--- src/rtl/fmult_pred_accum_if.sv ---
// Operand/result bundle for the predictor-sum engine.
// The master drives the start request and operand buses; the slave returns status and estimates.
interface fmult_pred_accum_if #(
  parameter int N_ZERO = 6,
  parameter int N_POLE = 2
);
  logic                   I_START;
  logic [16*N_ZERO-1:0]   I_COEF_B;
  logic [11*N_ZERO-1:0]   I_DQ;
  logic [16*N_POLE-1:0]   I_COEF_A;
  logic [11*N_POLE-1:0]   I_SR;
  logic                   O_BUSY;
  logic                   O_DONE;
  logic [14:0]            O15_SEZ;
  logic [14:0]            O15_SE;

  modport master (
    output I_START, I_COEF_B, I_DQ, I_COEF_A, I_SR,
    input  O_BUSY, O_DONE, O15_SEZ, O15_SE
  );

  modport slave (
    input  I_START, I_COEF_B, I_DQ, I_COEF_A, I_SR,
    output O_BUSY, O_DONE, O15_SEZ, O15_SE
  );
endinterface

--- src/rtl/fmult_pred_accum.sv ---
// Sequential ADPCM predictor sum: one shared float multiplier walks the zero-section
// terms and then the pole-section terms, one per clock, into a 16-bit wrapping accumulator.
module fmult_pred_accum #(
  parameter int N_ZERO = 6,
  parameter int N_POLE = 2,
  parameter int CNT_W  = 4
) (
  input  logic              clk,
  input  logic              reset,
  fmult_pred_accum_if.slave bus
);

  typedef enum logic [1:0] {
    S_IDLE,
    S_ZERO,
    S_POLE,
    S_DONE
  } state_t;

  state_t           state_reg;
  logic [CNT_W-1:0] idx_reg;
  logic [15:0]      acc_reg;
  logic             busy_reg;
  logic             done_reg;
  logic [14:0]      sez_reg;
  logic [14:0]      se_reg;

  logic [15:0] coef_b_reg [N_ZERO];
  logic [10:0] dq_reg     [N_ZERO];
  logic [15:0] coef_a_reg [N_POLE];
  logic [10:0] sr_reg     [N_POLE];

  // Unpacked views of the operand buses so the latch loop stays index-simple.
  logic [15:0] coef_b_in [N_ZERO];
  logic [10:0] dq_in     [N_ZERO];
  logic [15:0] coef_a_in [N_POLE];
  logic [10:0] sr_in     [N_POLE];

  genvar gi;
  generate
    for (gi = 0; gi < N_ZERO; gi++) begin : g_zero_in
      assign coef_b_in[gi] = bus.I_COEF_B[16*gi +: 16];
      assign dq_in[gi]     = bus.I_DQ[11*gi +: 11];
    end
    for (gi = 0; gi < N_POLE; gi++) begin : g_pole_in
      assign coef_a_in[gi] = bus.I_COEF_A[16*gi +: 16];
      assign sr_in[gi]     = bus.I_SR[11*gi +: 11];
    end
  endgenerate

  logic [15:0] coef_sel;
  logic [10:0] flt_sel;

  always_comb begin
    coef_sel = 16'd0;
    flt_sel  = 11'd0;
    if (state_reg == S_ZERO) begin
      for (int i = 0; i < N_ZERO; i++) begin
        if (idx_reg == CNT_W'(i)) begin
          coef_sel = coef_b_reg[i];
          flt_sel  = dq_reg[i];
        end
      end
    end else if (state_reg == S_POLE) begin
      for (int i = 0; i < N_POLE; i++) begin
        if (idx_reg == CNT_W'(i)) begin
          coef_sel = coef_a_reg[i];
          flt_sel  = sr_reg[i];
        end
      end
    end
  end

  // Coefficient to sign/exponent/mantissa; the two LSBs carry no weight in the product.
  logic        s1;
  logic [13:0] mag;
  logic [3:0]  e1;
  logic [5:0]  m1;
  logic [19:0] mag_ext;
  logic        unused_coef_lsbs;

  assign s1               = coef_sel[15];
  assign mag              = s1 ? 14'(14'd0 - coef_sel[15:2]) : coef_sel[15:2];
  assign mag_ext          = {mag, 6'b0};
  assign unused_coef_lsbs = ^coef_sel[1:0];

  always_comb begin
    e1 = 4'd0;
    for (int i = 0; i < 12; i++) begin
      if (mag[i]) begin
        e1 = 4'(i + 1);
      end
    end
    if (mag[13] | mag[12]) begin
      e1 = 4'd13;
    end
  end

  assign m1 = (mag == 14'd0) ? 6'd32 : 6'(mag_ext >> e1);

  logic        s2;
  logic [3:0]  e2;
  logic [5:0]  m2;
  logic [4:0]  e_sum;
  logic [12:0] mm_wide;
  logic [7:0]  mm;
  logic [31:0] mm_base;
  logic [15:0] pmag;
  logic [15:0] prod;
  logic [15:0] sum;

  assign s2      = flt_sel[10];
  assign e2      = flt_sel[9:6];
  assign m2      = flt_sel[5:0];
  assign e_sum   = {1'b0, e1} + {1'b0, e2};
  assign mm_wide = 13'(m1 * m2) + 13'd48;
  assign mm      = 8'(mm_wide >> 4);
  assign mm_base = {17'd0, mm, 7'd0};

  // Exponent 26 is the unity point of the product scaling; above it the result shifts up and truncates.
  always_comb begin
    if (e_sum <= 5'd26) begin
      pmag = 16'(mm_base >> (5'd26 - e_sum));
    end else begin
      pmag = 16'(mm_base << (e_sum - 5'd26));
    end
  end

  assign prod = (s1 ^ s2) ? 16'(16'd0 - pmag) : pmag;
  assign sum  = acc_reg + prod;

  always_ff @(posedge clk or posedge reset) begin
    if (reset) begin
      state_reg <= S_IDLE;
      idx_reg   <= '0;
      acc_reg   <= '0;
      busy_reg  <= 1'b0;
      done_reg  <= 1'b0;
      sez_reg   <= '0;
      se_reg    <= '0;
      for (int i = 0; i < N_ZERO; i++) begin
        coef_b_reg[i] <= '0;
        dq_reg[i]     <= '0;
      end
      for (int i = 0; i < N_POLE; i++) begin
        coef_a_reg[i] <= '0;
        sr_reg[i]     <= '0;
      end
    end else begin
      done_reg <= 1'b0;
      case (state_reg)
        S_IDLE: begin
          if (bus.I_START) begin
            for (int i = 0; i < N_ZERO; i++) begin
              coef_b_reg[i] <= coef_b_in[i];
              dq_reg[i]     <= dq_in[i];
            end
            for (int i = 0; i < N_POLE; i++) begin
              coef_a_reg[i] <= coef_a_in[i];
              sr_reg[i]     <= sr_in[i];
            end
            acc_reg   <= '0;
            idx_reg   <= '0;
            busy_reg  <= 1'b1;
            state_reg <= S_ZERO;
          end
        end
        S_ZERO: begin
          acc_reg <= sum;
          if (idx_reg == CNT_W'(N_ZERO - 1)) begin
            sez_reg   <= sum[15:1];
            idx_reg   <= '0;
            state_reg <= S_POLE;
          end else begin
            idx_reg <= idx_reg + 1'b1;
          end
        end
        S_POLE: begin
          acc_reg <= sum;
          if (idx_reg == CNT_W'(N_POLE - 1)) begin
            idx_reg   <= '0;
            state_reg <= S_DONE;
          end else begin
            idx_reg <= idx_reg + 1'b1;
          end
        end
        S_DONE: begin
          se_reg    <= acc_reg[15:1];
          done_reg  <= 1'b1;
          busy_reg  <= 1'b0;
          state_reg <= S_IDLE;
        end
        default: state_reg <= S_IDLE;
      endcase
    end
  end

  assign bus.O_BUSY  = busy_reg;
  assign bus.O_DONE  = done_reg;
  assign bus.O15_SEZ = sez_reg;
  assign bus.O15_SE  = se_reg;

endmodule

--- src/flat_wrapper.sv ---
// flat-port wrapper written by rule: the top's interface ports become plain ports
module fmult_pred_accum_flat 
#(
  parameter int N_ZERO = 6,
  parameter int N_POLE = 2,
  parameter int CNT_W  = 4
)
  (clk, reset, bus_I_START, bus_I_COEF_B, bus_I_DQ, bus_I_COEF_A, bus_I_SR, bus_O_BUSY, bus_O_DONE, bus_O15_SEZ, bus_O15_SE);
  fmult_pred_accum_if #(.N_ZERO(N_ZERO), .N_POLE(N_POLE)) bus_i ();
  input  logic clk;
  input  logic reset;
  input wire logic [$bits(bus_i.I_START)-1:0] bus_I_START;
  input wire logic [$bits(bus_i.I_COEF_B)-1:0] bus_I_COEF_B;
  input wire logic [$bits(bus_i.I_DQ)-1:0] bus_I_DQ;
  input wire logic [$bits(bus_i.I_COEF_A)-1:0] bus_I_COEF_A;
  input wire logic [$bits(bus_i.I_SR)-1:0] bus_I_SR;
  output wire logic [$bits(bus_i.O_BUSY)-1:0] bus_O_BUSY;
  output wire logic [$bits(bus_i.O_DONE)-1:0] bus_O_DONE;
  output wire logic [$bits(bus_i.O15_SEZ)-1:0] bus_O15_SEZ;
  output wire logic [$bits(bus_i.O15_SE)-1:0] bus_O15_SE;
  assign bus_i.I_START = bus_I_START;
  assign bus_i.I_COEF_B = bus_I_COEF_B;
  assign bus_i.I_DQ = bus_I_DQ;
  assign bus_i.I_COEF_A = bus_I_COEF_A;
  assign bus_i.I_SR = bus_I_SR;
  assign bus_O_BUSY = bus_i.O_BUSY;
  assign bus_O_DONE = bus_i.O_DONE;
  assign bus_O15_SEZ = bus_i.O15_SEZ;
  assign bus_O15_SE = bus_i.O15_SE;
  fmult_pred_accum #(.N_ZERO(N_ZERO), .N_POLE(N_POLE), .CNT_W(CNT_W)) u_core (.clk(clk), .reset(reset), .bus(bus_i));
endmodule
--- config.mk ---
export PLATFORM = sky130hd
export DESIGN_NAME = fmult_pred_accum_flat
export DESIGN_NICKNAME = d
export VERILOG_FILES = /design/src/rtl/fmult_pred_accum_if.sv /design/src/rtl/fmult_pred_accum.sv /design/src/flat_wrapper.sv
export SDC_FILE = /design/constraint.sdc
export NUM_CORES = 1
export LEC_CHECK = 0
export CORE_MARGIN = 4
export CORE_UTILIZATION = 50
export CTS_CLUSTER_SIZE = 40
export DETAILED_ROUTE_END_ITERATION = 8
export PLACE_DENSITY = 0.78
export SYNTH_ARGS = -nofsm -noshare
export SYNTH_HDL_FRONTEND = slang
export SYNTH_SLANG_ARGS = --single-unit
--- constraint.sdc ---
create_clock -name clk -period 12.2 [get_ports clk]
set_input_delay 2.44 -clock clk [delete_from_list [all_inputs] [get_ports clk]]
set_output_delay 2.44 -clock clk [all_outputs]
set_load 0.005 [all_outputs]
---- Yosys cells after proc, flatten, opt, wreduce, memory -nomap -nowiden ----
Index checks and enable logic that the tools add are counted.
Widths: inputs -> output; s select.
cells by class
  bitwise operators ....................... 2
  $add $sub $neg .......................... 8
  order comparisons ....................... 1
  $mul .................................... 1
  muxes and demuxes ....................... 50
  equality and inequality tests ........... 11
  shifts and indexed selects .............. 3
  reductions and logical operators ........ 13
  div/mod/pow operators ................... 0
operators by type and width
  cell                   count
  $mux 16                13
  $mux 11                10
  $mux 4                 9
  $pmux 16 s2            1
  $shr 20x4->6           1
  $add 16x16->16         1
  $shl 15x5->16          1
  $shr 15x5->16          1
  $sub 1x16->16 const A  1
  $logic_not 14->1       1
  $mux 14                1
  $sub 1x14->14 const A  1
  $add 12x6->12 const B  1
  $mul 6x6->12           1
  $mux 3                 4
  $pmux 4 s3             1
  $mux 2                 5
  $reduce_and 2->1       5
  $eq 4x2->1 const B     2
  $eq 4x3->1 const B     2
  $pmux 2 s4             1
  $mux 6                 1
  $ne 2x2->1 const B     3
  $add 4x4->5            1
  other kinds (17)       21
word-level totals
  bits of input ports ..................... 219
  memories kept ........................... 0
  bits in writable memories ............... 0
  bits in registers ....................... 270
  bits in read-only memories .............. 0
  output and inout port bits .............. 32
  latch bits .............................. 0

---- Logic depth before layout (Yosys ltp) ----
Gate-level depths: netlist of the first run.
  depth in word-level cells ............... 33
  depth in mapped cells ................... 57

---- Worst setup path after synthesis of the first run ----
Ideal clock, no wire load.
  kind .................................... register to register
  start ................................... reg u_core.state_reg[0]
  end ..................................... reg u_core.sez_reg[13] (netlist: u_core.bus.O15_SEZ[13])
  slack ................................... 0.669 ns
  path buffers ............................ 2
  cell stages (with the launch flop) ...... 53
  data required time ...................... 12.075 ns
  setup time .............................. 0.125 ns
  data arrival time ....................... 11.407 ns
  clock period less this slack ............ 11.531 ns
  path through ............................ dfrtp_1 inv_1 ha_1 or4b_4 o21ai_0 o21a_1 and2_1 buf_2 inv_1 ha_1 nor3b_2 a21oi_1 xnor2_1 o21ai_0 a311oi_1 o2111a_1 buf_6 mux2i_1 (+17 left out) a222oi_1 ha_1 nand2_1 o21ai_0 fa_1 a21o_1 a21oi_1 o21ai_0 a21oi_1 o21bai_1 a21oi_1 o21bai_1 a21oi_1 o21ai_0 nand3_1 nand2_1 xor2_1 mux2_2
between the ends
  cells in the longest elaborated chain, start to end .. 27
  elaborated cells on any way between the ends .. 39
RTL lines
  what                                            line                                              text
  start, declared                                 fmult_pred_accum.sv:20                            state_t state_reg;
  start signal, assigned                          fmult_pred_accum.sv:134                           state_reg <= S_IDLE;
  start signal, assigned                          fmult_pred_accum.sv:165                           state_reg <= S_ZERO;
  start signal, assigned                          fmult_pred_accum.sv:173                           state_reg <= S_POLE;
  $eq 2x2->1                                      fmult_pred_accum.sv:64                            end else if (state_reg == S_POLE) begin
  $mux 16                                         fmult_pred_accum.sv:64
  $mux 16                                         fmult_pred_accum.sv:57                            if (state_reg == S_ZERO) begin
  $sub 1x14->14                                   fmult_pred_accum.sv:83                            assign mag = s1 ? 14'(14'd0 - coef_sel[15:2]) : coef_sel[15:2];
  $mux 14                                         fmult_pred_accum.sv:83
  $mux 1                                          fmult_pred_accum.sv:90                            if (mag[i]) begin
  $mux 2 (2 in a row)                             fmult_pred_accum.sv:90
  $mux 3 (4 in a row)                             fmult_pred_accum.sv:90
  (+7 left out)                                   n/a
  $mux 6                                          fmult_pred_accum.sv:99                            assign m1 = (mag == 14'd0) ? 6'd32 : 6'(mag_ext >> e1);
  $mul 6x6->12                                    fmult_pred_accum.sv:116                           assign mm_wide = 13'(m1 * m2) + 13'd48;
  $add 12x6->12                                   fmult_pred_accum.sv:116
  $shl 15x5->16 or $shr 15x5->16 (tied branches)  fmult_pred_accum.sv:125, fmult_pred_accum.sv:123
  $mux 16                                         fmult_pred_accum.sv:122                           if (e_sum <= 5'd26) begin
  $sub 1x16->16                                   fmult_pred_accum.sv:129                           assign prod = (s1 ^ s2) ? 16'(16'd0 - pmag) : pmag;
  $mux 16                                         fmult_pred_accum.sv:129
  $add 16x16->16                                  fmult_pred_accum.sv:130                           assign sum = acc_reg + prod;
  end signal, assigned                            fmult_pred_accum.sv:171                           sez_reg <= sum[15:1];
  end, declared                                   fmult_pred_accum.sv:25                            logic [14:0] sez_reg;
Several ways; a longest one is shown, not always the timed one.
A chain may end at the register's enable or synchronous reset.

---- Worst setup path in the final report of the first run ----
  start ................................... reg u_core.state_reg[0]
  end ..................................... reg u_core.acc_reg[15]
between the ends
  cells in the longest elaborated chain, start to end .. 28
  elaborated cells on any way between the ends .. 44
RTL lines
  what                                            line                                              text
  $eq 2x2->1                                      fmult_pred_accum.sv:64, fmult_pred_accum.sv:151
  $mux 16                                         fmult_pred_accum.sv:64
  $mux 16                                         fmult_pred_accum.sv:57
  $sub 1x14->14                                   fmult_pred_accum.sv:83
  $mux 14                                         fmult_pred_accum.sv:83
  $mux 1                                          fmult_pred_accum.sv:90
  $mux 2 (2 in a row)                             fmult_pred_accum.sv:90
  $mux 3 (4 in a row)                             fmult_pred_accum.sv:90
  (+8 left out)                                   n/a
  $mul 6x6->12                                    fmult_pred_accum.sv:116
  $add 12x6->12                                   fmult_pred_accum.sv:116
  $shl 15x5->16 or $shr 15x5->16 (tied branches)  fmult_pred_accum.sv:125, fmult_pred_accum.sv:123
  $mux 16                                         fmult_pred_accum.sv:122
  $sub 1x16->16                                   fmult_pred_accum.sv:129
  $mux 16                                         fmult_pred_accum.sv:129
  $add 16x16->16                                  fmult_pred_accum.sv:130
  $pmux 16 s2                                     fmult_pred_accum.sv:151                           case (state_reg)
  end signal, assigned                            fmult_pred_accum.sv:169                           acc_reg <= sum;
  end signal, assigned                            fmult_pred_accum.sv:179                           acc_reg <= sum;
  end, declared                                   fmult_pred_accum.sv:22                            logic [15:0] acc_reg;
Several ways; a longest one is shown, not always the timed one.

==> metrics.txt, run 1 <==
status=finished, final reports clean; GRT Overall Usage=around 26%; top cells by count, synth=254 x dfrtp_1, 228 x mux2_2, 96 x nand2_1, 80 x a21oi_1, 77 x nor2_1; # fillers=2398; Final setup viols=0; Setup Skew=approximately 16 ps; initial core utilization=about half; Clk Latency, worst-skew pair=about 560 ps; first-pass GRT wire length=approximately 74 mm; TritonRoute pass-1 iters=5; fin. max-slew vios=0; Max-slew headroom=between 20% and 30%; Die Footprint=between 0.03 and 0.04 mm2; CP max-delay cell=fa_1; Final #Nets=about 2100; CTS tree=yes; H-tree levels=1; CP arrival=12170 ps; die width=187.1 um; fraction of registers with async set/reset=between 90% and 100%; total CTS buffers=29; DRT antenna net count=0; via-per-instance ratio=5.997; Final GP Congestion=0.9084; largest net degree at the start of global routing=~200; Routed WL=46.80 mm; Min-Delay Path Class=reg2reg; DRC=0; Fmax=about 85 MHz; total gr overflow=0; post-route minimum period=11740 ps; synthesis-stage register bit count=around 250; top cells by area, synth=dfrtp_1 40%, mux2_2 16%, ha_1 4.1%, a21oi_1 2.5%, fa_1 2.5%; ys flop type=dfrtp_1; Routed WL per cell=21.00 um; Syn Area/Cell=10.83 um2; root buffer cell=clkbuf_16; syn nets=between 1500 and 2000; critical path data required time=12630 ps; Max-Cap Viols=0; initial antenna violation count=3; DIE HEIGHT=187.1 um; Worst-path clk slew=~60 ps; fin crit share=96.24%; Area growth, synth to finish=28.72%; dpl hpwl=~35 mm; Distinct cells, synth=around 110; cell repeated most along the worst path=buf_4; Yosys warning count=0; Mapped Cells=~1500; EDFF count, synth=0; CP peak stage delay=around 560 ps; CTS max path bufs=3; IO Pins=about 250; largest area contributor in the netlist=dfrtp_1; flip-flop count of the largest register after layout=84; Least-Margin Pin Slew=between 1000 and 1500 ps; CP Capture Type=flop; register area share after synthesis=just under 40%; cts-stage hold buffer count=0; IO buf count=around 230; 1st-iter DRT viols=about 1100; Startpoint Class=flop; top cell type's share of synthesized area=between 30 and 40%; post-place instance area=0.01953 mm2; Setup CP Type=reg2reg; design area=roughly 0.021 mm2; core area=roughly 0.032 mm2; Clock Sinks=254; Hold Vio Cnt, Final=0; count leader, synth=dfrtp_1; vias in the first global route=roughly 14000; layout cells sized above 1=approximately 28%; via count=~13000; # rows=65; CP max FO=5; Syn Std Cell Area=0.01605 mm2
## worst max-delay path, delay by kind of cell, from the launching register on
kind / cells / cell delay (ps)
compound gates: 19 / 3700
fa+ha+maj: 8 / 3120
simple gates: 13 / 2670
buf+inv: 9 / 1130
flops: 1 / 420
xor+xnor: 2 / 350
mux: 1 / 200
## per-stage QoR
stage                     setup WS [ps]  setup TNS [ps]  std cells  util, %  hold WS, ps
final                             458.8               0       2228    65.29        478.4
after global routing             -74.20          -109.3       2228    65.29        508.0
after CTS                         1.835               0       2220    64.63        483.4
after detailed placement          35.94               0       2167    61.72        467.6
after global placement            194.2               0       2167    61.72        463.6
after floorplan                   668.7               0       1482        -        469.8
## routing by layer
| metal | up-vias | global-route usage [%] | wire length [um] |
|---|---|---|---|
| met4 | 0 | 5.375 | 792 |
| met2 | 458 | 42.94 | 22310 |
| met1 | 6695 | 35.32 | 20180 |
| met3 | 61 | 5.618 | 3513 |
| li1 | 6147 | - | - |
| met5 | - | 0 | 0 |
## cell usage in the layout (no fill, tap or decap), types with 12 or more instances in the layout
cell	netlist	final
nand2b_1	20	20
inv_1	41	40
xnor2_1	42	41
nor3_1	34	32
mux2_2	228	228
mux2i_1	23	22
and2_1	14	14
nand3_1	23	23
and3_1	12	12
fa_1	20	20
clkdlybuf4s50_1	0	234
a31oi_1	17	14
dfrtp_1	254	253
nand2_1	96	94
nor2b_1	18	16
nor2_1	77	75
a22o_1	37	37
buf_4	5	132
a21oi_1	80	75
o21ai_0	52	44
clkbuf_16	0	29
a22oi_1	15	14
ha_1	52	51
a21o_1	14	14
## worst paths after layout
kind	cells after the start	slack, ps	endpoint	start
setup / recovery	52	460	u_core.acc_reg[15]$_DFFE_PP0P_	u_core.state_reg[0]$_DFFE_PP0P_
hold / removal	2	480	u_core.bus.O15_SEZ[1]$_DFFE_PP0P_	u_core.bus.O15_SEZ[1]$_DFFE_PP0P_
setup reg to reg	52	460	u_core.acc_reg[15]$_DFFE_PP0P_	u_core.state_reg[0]$_DFFE_PP0P_
hold reg to reg	2	480	u_core.bus.O15_SEZ[1]$_DFFE_PP0P_	u_core.bus.O15_SEZ[1]$_DFFE_PP0P_
max in group asynchronous	4	7330	u_core.idx_reg[0]$_DFFE_PP0P_	reset
min in group asynchronous	2	2450	u_core.coef_a_reg[12]$_DFFE_PP0P_	reset
## layout make-up
cell class | instances | area [um2] | share of cell area [%]
sequential | 254 | 6360 | 30.79
clock buffer | 43 | 828.3 | 4.010
inverter | 44 | 175.2 | 0.8481
multi-input combinational | 1099 | 9229 | 44.68
antenna | 3 | 7.507 | 0.03635
tap | 402 | 503.0 | 2.435
clock inverter | 10 | 85.08 | 0.4119
timing repair buffer | 373 | 3467 | 16.79
## cell families after synthesis
kind of cell | count (synthesis) | share of synthesized area [%]
xor+xnor | 53 | 2.893
simple gates | 364 | 12.06
buf+inv | 129 | 3.875
mux | 259 | 18.51
compound gates | 351 | 16.50
fa+ha+maj | 72 | 6.550
flops | 254 | 39.61
## repair_timing
action | in CTS | in global routing
setup buffers | 0 | 5
resized for setup | 3 | 39
endpoints found under the setup margin | 2 | 10
cloned | 0 | 0
pin swaps | 0 | 13
Power of run 1 is left out: the tool's default activity adds up to more than one toggle a clock period on the data nets, which glitch-free logic cannot reach.
==> run 2, diff against run 1 <==
--- a/config.mk
+++ b/config.mk
@@ -5,11 +5,11 @@
 export SDC_FILE = /design/constraint.sdc
 export NUM_CORES = 1
 export LEC_CHECK = 0
-export CORE_MARGIN = 4
-export CORE_UTILIZATION = 50
+export CORE_UTILIZATION = 55
 export CTS_CLUSTER_SIZE = 40
 export DETAILED_ROUTE_END_ITERATION = 8
-export PLACE_DENSITY = 0.78
+export GPL_ROUTABILITY_DRIVEN = 0
+export PLACE_DENSITY = 0.81
 export SYNTH_ARGS = -nofsm -noshare
 export SYNTH_HDL_FRONTEND = slang
 export SYNTH_SLANG_ARGS = --single-unit
==> constraint.sdc (replaced) <==
create_clock -name clk -period 12.9 [get_ports clk]
set_input_delay 2.58 -clock clk [delete_from_list [all_inputs] [get_ports clk]]
set_output_delay 2.58 -clock clk [all_outputs]
set_load 0.005 [all_outputs]
==> metrics.txt, run 2 (synthesized netlist as in run 1, its figures left out) <==
status=finished, final reports clean; CP delay by family, top=compound AO/OA/AOI/OAI gates; CP max FO=14; Die Footprint=0.02986 mm2; design area=roughly 0.020 mm2; Routed WL=roughly 44 mm; Clock Sinks=254; via count=13110; total gr overflow=0; Max-Cap Viols=0; Final setup viols=0; Setup Skew=~35 ps; commonest non-fill, non-tap cell in the layout=dfrtp_1; fin crit share=95.27%; critical path data required time=around 13000 ps; root buffer cell=clkbuf_16; Area growth, synth to finish=23.41%; Min-Delay Path Class=reg2reg; Hold Vio Cnt, Final=0; total CTS buffers=28; die width=172.8 um; DIE HEIGHT=172.8 um; IO Pins=between 200 and 300; post-route minimum period=12290 ps; initial antenna violation count=5; largest net degree at the start of global routing=between 100 and 150; leading cell types in the layout, fill and taps excluded=251 x dfrtp_1, 234 x clkdlybuf4s50_1, 228 x mux2_2, 95 x nand2_1, 77 x nor2_1; DRT antenna net count=0; Routed WL per cell=20.76 um; # fillers=2122; # rows=62; layout cells sized above 1=a little under a quarter; HP Start=u_core.bus.O15_SEZ[7]$_DFFE_PP0P_; CP max-delay cell=fa_1; dpl hpwl=32.14 mm; fin. max-slew vios=0; TritonRoute pass-1 iters=6; post-place instance area=around 0.019 mm2; Least-Margin Pin Slew=1141 ps; initial core utilization=between 50% and 60%; first-pass GRT wire length=~70 mm; flip-flop count of the largest register after layout=84; Final #Nets=~2000; Clk Latency, worst-skew pair=roughly 570 ps; core area=0.02870 mm2; 1st-iter DRT viols=1109; H-tree levels=1; Setup CP Type=reg2reg; CP Capture Type=flop; Fmax=approximately 81 MHz; cts-stage hold buffer count=0; GRT Overall Usage=between 20% and 30%; CTS tree=yes; worst setup path startpoint=u_core.idx_reg[1]$_DFFE_PP0P_; IO buf count=between 200 and 250; CTS max path bufs=3; CP Buf/Inv Count=5; CP peak stage delay=around 600 ps; Worst-path clk slew=approximately 60 ps; RSZ-0062 raised after global routing=yes; worst reg2reg path startpoint=u_core.idx_reg[1]$_DFFE_PP0P_; CP arrival=approximately 13000 ps; via-per-instance ratio=6.206; Max-slew headroom=between 20% and 30%; DRC=0; vias in the first global route=around 13000; Startpoint Class=flop
run 2: cell types whose count changed in the layout (fill, tap and decap cells not counted), moves of 3 or more:
cell / change
buf_12: -6
o21ai_0: +7
o21ai_1: -5
a31oi_2: -3
a31oi_1: +3
buf_4: -83
clkinv_2: -3
run 2: area by class of cell:
class | instances | area [um2] | share of cell area [%]
well taps | 384 | 480.5 | 2.426
inverters | 44 | 178.9 | 0.9035
flip-flops and latches | 254 | 6362 | 32.13
multi-input cells | 1099 | 9156 | 46.24
repair buffers | 284 | 2725 | 13.76
clock buffers | 39 | 782.0 | 3.949
diodes | 2 | 5.005 | 0.02527
clock inverters | 7 | 112.6 | 0.5686
run 2: path summary, 6_finish.rpt:
path                       slack, ps                                end  cells past startpoint
min reg2reg                      480  u_core.bus.O15_SEZ[7]$_DFFE_PP0P_                      2
min                              480  u_core.bus.O15_SEZ[7]$_DFFE_PP0P_                      2
min in group asynchronous       2610  u_core.coef_a_reg[24]$_DFFE_PP0P_                      2
max reg2reg                      610     u_core.acc_reg[15]$_DFFE_PP0P_                     50
max                              610     u_core.acc_reg[15]$_DFFE_PP0P_                     50
max in group asynchronous       7970      u_core.idx_reg[0]$_DFFE_PP0P_                      4
run 2: metrics by stage:
step | TNS, ps | util (%) | instances | setup WS [ps] | hold WS [ps]
final | 0 | 68.99 | 2113 | 609.7 | 475.7
after global routing | -60.89 | 68.99 | 2113 | -43.15 | 506.0
after floorplan | 0 | - | 1482 | 1369 | 469.8
after CTS | 0 | 68.51 | 2106 | 218.7 | 480.8
after global placement | 0 | 65.39 | 2060 | 447.4 | 463.4
after detailed placement | 0 | 65.39 | 2060 | 300.2 | 465.4
run 2: routing by layer:
layer | GRT usage, % | up-vias | wire length [um]
met4 | 8.960 | 0 | 1384
met2 | 48.12 | 547 | 21050
met1 | 38.92 | 6535 | 17660
met5 | 0 | - | 0
met3 | 5.783 | 85 | 3769
li1 | - | 5947 | -
run 2: worst reg2reg max path, delay by kind of cell, from the launching register on:
kind	cells	cell delay (ps)
compound gates	25	5740
fa+ha+maj	8	3280
simple gates	9	1370
buf+inv	5	640
xor+xnor	2	560
flops	1	500
mux	1	70
run 2: repair_timing:
action | in CTS | in global routing
buffers inserted | 0 | 5
hold endpoints to repair | 0 | 0
resized for setup | 0 | 24
endpoints found under the setup margin | 0 | 11
Power of run 2 is left out for the same reason.
